==> src/rtl/exp_sched_pkg.sv <==
// Shared types and constants for the exponent job scheduler.
package exp_sched_pkg;

  // Scheduler sequencing states
  typedef enum logic [2:0] {
    IDLE  = 3'd0,
    LOAD  = 3'd1,
    START = 3'd2,
    WAIT  = 3'd3,
    RESP  = 3'd4
  } state_t;

  // Default operand / result widths
  localparam int DEF_X_W = 4;
  localparam int DEF_A_W = 4;
  localparam int DEF_P_W = 15;

  // Response error encodings
  localparam logic RSP_OK      = 1'b0;
  localparam logic RSP_TIMEOUT = 1'b1;

endpackage

==> src/rtl/exp_rr_arbiter2.sv <==
// Two-way round-robin arbiter: a lone requester wins outright, a tie goes
// to the requester that was not served last.
module exp_rr_arbiter2 (
  input  logic valid0,
  input  logic valid1,
  input  logic last_id,
  output logic grant_valid,
  output logic grant_id
);

  // Pick the winner from the current valids and the last served id
  always_comb begin
    grant_valid = valid0 | valid1;
    grant_id    = 1'b0;
    if (valid0 && valid1) begin
      grant_id = ~last_id;
    end else if (valid1) begin
      grant_id = 1'b1;
    end
  end

endmodule

==> src/rtl/exponent_job_scheduler.sv <==
// Shares one exponent core between two requesters: arbitrates, captures
// operands, pulses load/start, waits for a done edge (with timeout) and
// returns a tagged result on a valid/ready channel.
module exponent_job_scheduler
  import exp_sched_pkg::*;
#(
  parameter int X_W     = DEF_X_W,
  parameter int A_W     = DEF_A_W,
  parameter int P_W     = DEF_P_W,
  parameter int TIMEOUT = 1024,
  parameter int TO_W    = $clog2(TIMEOUT)
) (
  input  logic           S_AXI_ACLK,
  input  logic           S_AXI_ARESETN,
  input  logic           req0_valid,
  output logic           req0_ready,
  input  logic [X_W-1:0] req0_x,
  input  logic [A_W-1:0] req0_a,
  input  logic           req1_valid,
  output logic           req1_ready,
  input  logic [X_W-1:0] req1_x,
  input  logic [A_W-1:0] req1_a,
  output logic           rsp_valid,
  input  logic           rsp_ready,
  output logic [P_W-1:0] rsp_p,
  output logic           rsp_id,
  output logic           rsp_err,
  output logic           exp_load,
  output logic           exp_start,
  output logic [X_W-1:0] exp_x,
  output logic [A_W-1:0] exp_a,
  input  logic           exp_done,
  input  logic [P_W-1:0] exp_p,
  output logic           busy,
  output logic [15:0]    job_count
);

  // Last timer value before a WAIT is abandoned
  localparam logic [TO_W-1:0] TO_LAST = TO_W'(TIMEOUT - 1);

  state_t          state_reg;
  state_t          state_next;
  logic            last_id;
  logic            done_q;
  logic [TO_W-1:0] timer;
  logic            grant_valid;
  logic            grant_id;
  logic            done_rise;
  logic            timed_out;

  exp_rr_arbiter2 u_arb (
    .valid0      (req0_valid),
    .valid1      (req1_valid),
    .last_id     (last_id),
    .grant_valid (grant_valid),
    .grant_id    (grant_id)
  );

  // A level left high by a previous job is not an edge, so only a fresh
  // 0->1 transition counts as completion.
  assign done_rise = exp_done && !done_q;
  assign timed_out = (timer == TO_LAST);

  // Ready is combinational so the handshake completes in the grant cycle
  assign req0_ready = (state_reg == IDLE) && grant_valid && !grant_id;
  assign req1_ready = (state_reg == IDLE) && grant_valid &&  grant_id;

  // State register
  always_ff @(posedge S_AXI_ACLK or negedge S_AXI_ARESETN) begin
    if (!S_AXI_ARESETN) begin
      state_reg <= IDLE;
    end else begin
      state_reg <= state_next;
    end
  end

  // Next-state logic; done wins over a coincident timeout
  always_comb begin
    state_next = state_reg;
    case (state_reg)
      IDLE:    if (grant_valid) state_next = LOAD;
      LOAD:    state_next = START;
      START:   state_next = WAIT;
      WAIT:    if (done_rise || timed_out) state_next = RESP;
      RESP:    if (rsp_ready) state_next = IDLE;
      default: state_next = IDLE;
    endcase
  end

  // Registered outputs and datapath, derived from the upcoming state
  always_ff @(posedge S_AXI_ACLK or negedge S_AXI_ARESETN) begin
    if (!S_AXI_ARESETN) begin
      exp_load  <= 1'b0;
      exp_start <= 1'b0;
      rsp_valid <= 1'b0;
      busy      <= 1'b0;
      rsp_err   <= RSP_OK;
      rsp_p     <= '0;
      rsp_id    <= 1'b0;
      exp_x     <= '0;
      exp_a     <= '0;
      job_count <= 16'd0;
      last_id   <= 1'b1;
      done_q    <= 1'b0;
      timer     <= '0;
    end else begin
      done_q    <= exp_done;
      exp_load  <= (state_next == LOAD);
      exp_start <= (state_next == START);
      rsp_valid <= (state_next == RESP);
      busy      <= (state_next != IDLE);
      case (state_reg)
        IDLE: begin
          if (grant_valid) begin
            exp_x  <= grant_id ? req1_x : req0_x;
            exp_a  <= grant_id ? req1_a : req0_a;
            rsp_id <= grant_id;
          end
        end
        START: begin
          timer <= '0;
        end
        WAIT: begin
          if (done_rise) begin
            rsp_p   <= exp_p;
            rsp_err <= RSP_OK;
          end else if (timed_out) begin
            rsp_p   <= '0;
            rsp_err <= RSP_TIMEOUT;
          end else begin
            timer <= timer + 1'b1;
          end
        end
        RESP: begin
          if (rsp_ready) begin
            last_id   <= rsp_id;
            job_count <= job_count + 16'd1;
          end
        end
        default: ;
      endcase
    end
  end

endmodule

==> config.mk <==
export PLATFORM = sky130hd
export DESIGN_NAME = exponent_job_scheduler
export DESIGN_NICKNAME = d
export VERILOG_FILES = /design/src/rtl/exp_sched_pkg.sv /design/src/rtl/exp_rr_arbiter2.sv /design/src/rtl/exponent_job_scheduler.sv
export SDC_FILE = /design/constraint.sdc
export NUM_CORES = 1
export LEC_CHECK = 0
export BUFFER_PORTS_ARGS = -buffer_cell sky130_fd_sc_hd__buf_2
export CAP_MARGIN = 10
export CORE_MARGIN = 4
export CORE_UTILIZATION = 39
export DETAILED_ROUTE_END_ITERATION = 10
export SLEW_MARGIN = 20
export SYNTH_ARGS = -nofsm -noshare
export SYNTH_HDL_FRONTEND = slang
export SYNTH_HIERARCHICAL = 1
export SYNTH_SLANG_ARGS = --single-unit
==> constraint.sdc <==
create_clock -name S_AXI_ACLK -period 3.1 [get_ports S_AXI_ACLK]
set_input_delay 0.31 -clock S_AXI_ACLK [delete_from_list [all_inputs] [get_ports S_AXI_ACLK]]
set_output_delay 0.31 -clock S_AXI_ACLK [all_outputs]
set_load 0.05 [all_outputs]
==> flow_summary_export.csv <==
group,metric,value,unit
outcome,outcome,"completed",
synth,ys_async_sr_fraction,100,%
worst_hold_path,hold_path.class,"in2reg",
setup_path,critPathTopFamily,"buffers and inverters",
cts,post_cts_buffers,0,
pwr,pwr-share-clk,23.5,%
floorplan,die_y,90.5,um
synth,yosysWarnings,6,
drt,ant_nets,0,
final_layout,layout_common_cells,"83 x buf_2, 59 x dfrtp_1, 16 x nor2_1",
cts,clockBufferDepth,2,
setup_path,worstPathRequired,2.79,ns
pwr,intPower,1800,uW
cts,cts_resized,0,
global_routing,gr-total-overflow,0,
floorplan,num_rows,29,
timing,timing.final.crit_share,68.3,%
drt,drtIter0Drc,111,
pwr,power.switching,1400,uW
placed_design,dpl.hpwl,3.93,mm
drt,drc_errors,0,
synth,synth_edf_count,0,
global_routing,grt_use_total,14.7,%
cts,cts_sinks,60,
floorplan,num_io_pins,84,
cts,numCtsBuffers,9,
timing,final.setup.tns,0,ns
synth,yosysUniqueCellTypes,49,
timing,fin_skew,0.00688,ns
placed_design,gp_congestion,0.812,
synth,postSynthAreaPerCell,11.6,um2
drt,drt_pre_antenna_iters,4,
drt,num_vias,2041,
floorplan,core-area,6490,um2
synth,synthCells,229,
drt,post_drt_wl_per_cell,14.1,um
final_layout,largest_reg_flops,16,
cts,cts_tree,"done",
pwr,power_density,956,nW/um2
setup_path,arrival,1.81,ns
final_layout,regMostFlops,"job_count",
setup_path,path_class,"reg2out",
synth,synth-seq-cells,60,
final_layout,final_common_cell,"buf_2",
cts,h-tree-depth,3,
timing,report.final.hold_viol_count,0,
cts,clk_latency,0.33,ns
global_routing,grt_max_degree,61,
setup_path,crit_chain,"nor4b_2 > buf_4 > nor2b_1 > buf_2",
global_routing,antenna_found_initial,0,
setup_path,end_kind,"output port",
synth,synth_area,2660,um2
timing,slew_headroom,50.9,%
floorplan,dieArea,8200,um2
timing,clock.fmax,472,MHz
synth,seq_area_frac_synth,56.6,%
final_layout,diodes,0,
pwr,switching_share,43.7,%
setup_path,slowest_stage,"dfrtp_1",
placed_design,dp_cells,381,
timing,worst_slew_pin_slew,0.737,ns
cts,cts_hold_buf,0,
cts,clk_pin_slew,0.07,ns
global_routing,grt_pass1_wl,9.69,mm
final_layout,biggestRegsByFlops,"job_count: 16 flops, rsp_p: 15 flops, timer: 10 flops",
pwr,leakagePower,0.00167,uW
setup_path,path_max_fanout,21,
final_layout,drive_gt1_share,35.9,%
setup_path,start_kind,"flip-flop",
floorplan,start_util,40.9,%
pwr,sequentialPowerShare,36.0,%
synth,synth_ff_type,"dfrtp_1",
pwr,vdd_drop_max,0.000486,V
job,drv_cap,0,
placed_design,portBuffers,83,
timing,rsz0062_at_grt,"false",
setup_path,crit_buf_inv,2,
timing,period_minus_slack,2.12,ns
synth,synth.net_count,268,
final_layout,nets,354,
pwr,power_frac_comb,40.5,%
drt,routed_wl,5.59,mm
timing,setup_viol,0,
global_routing,grt_pass1_vias,2058,
final_layout,area_growth,26.0,%
drt,via_per_inst,5.14,
floorplan,fp.dieW,90.5,um
timing,slew_violations,0,
setup_path,slowest_delay,0.47,ns
cts,root_buffer,"clkbuf_8",
final_layout,layoutNonFillerInstCount,397,
path summary, 6_finish.rpt:
kind | startpoint | endpoint | slack [ns] | depth (start not counted)
setup / recovery | state_reg[2] | req0_ready | 0.98 | 4
hold / removal | exp_done | done_q | 0.12 | 1
setup reg to reg | timer[0] | rsp_valid | 1.13 | 5
hold reg to reg | job_count[15] | job_count[15] | 0.47 | 1
max in group asynchronous | S_AXI_ARESETN | state_reg[0] | 2.48 | 2
min in group asynchronous | S_AXI_ARESETN | rsp_p[9] | 0.13 | 2
stage by stage:
step	utilization, %	total power (uW)	cell area (um2)	setup slack [ns]	hold slack, ns
2_1_floorplan	-	2160	2660	0.944	0.0144
3_3_place_gp	48.1	2460	3130	1.15	0.452
3_5_place_dp	48.1	2470	3130	1.09	0.451
4_1_cts	51.6	3240	3350	0.949	0.102
5_1_grt	51.6	3380	3350	0.860	0.115
6_report	51.6	3200	3350	0.982	0.122
power by group through the flow:
| stage | logic, uW | clock network (uW) | registers (uW) |
|---|---|---|---|
| 2_1_floorplan | 409 | 0 | 1750 |
| 3_3_place_gp | 1290 | 0 | 1170 |
| 3_5_place_dp | 1310 | 0 | 1160 |
| 4_1_cts | 1310 | 776 | 1150 |
| 5_1_grt | 1380 | 812 | 1190 |
| 6_report | 1300 | 753 | 1150 |
Yosys cell counts, types with 2 or more instances:
master | number | area [um2]
clkbuf_1 | 2 | 7.51
buf_4 | 2 | 15.0
nor2_1 | 16 | 60.1
mux2_2 | 3 | 33.8
buf_2 | 4 | 20.0
xnor2_1 | 8 | 70.1
mux2i_1 | 11 | 110
a21oi_1 | 15 | 75.1
and2_1 | 3 | 18.8
nand2_1 | 15 | 56.3
inv_1 | 2 | 7.51
nor3_1 | 7 | 35.0
dfrtp_1 | 59 | 1480
buf_6 | 2 | 22.5
xor2_1 | 7 | 61.3
a22o_1 | 15 | 131
and4_4 | 2 | 22.5
and3_1 | 3 | 18.8
a31oi_1 | 2 | 12.5
o21ai_0 | 4 | 20.0
and4_1 | 3 | 26.3
ha_1 | 2 | 25.0
nand3_1 | 8 | 40.0
nor2b_1 | 2 | 12.5
or4_1 | 2 | 15.0
nand4_1 | 7 | 43.8
layer usage:
metal	track usage (%)	vias up	routed length, um
li1	-	1007	-
met1	19.0	970	2670
met2	21.9	55	2520
met3	5.00	9	303
met4	7.14	0	102
met5	0	-	0
layout make-up:
class / count / area, um2
Tap cell: 77 / 96.3
Fill cell: 610 / 3150
Multi-Input combinational cell: 156 / 1080
Timing Repair Buffer: 86 / 438
Sequential cell: 60 / 1500
Clock buffer: 13 / 179
Inverter: 2 / 7.51
Clock inverter: 3 / 42.5
logic make-up after synthesis:
| logic type | share of synthesized area, % |
|---|---|
| mux | 5.42 |
| buf+inv | 2.92 |
| simple gates | 17.7 |
| flops | 56.6 |
| fa+ha+maj | 0.942 |
| compound gates | 11.5 |
| xor+xnor | 4.95 |
Note: power is estimated with default switching activity, not from simulation.
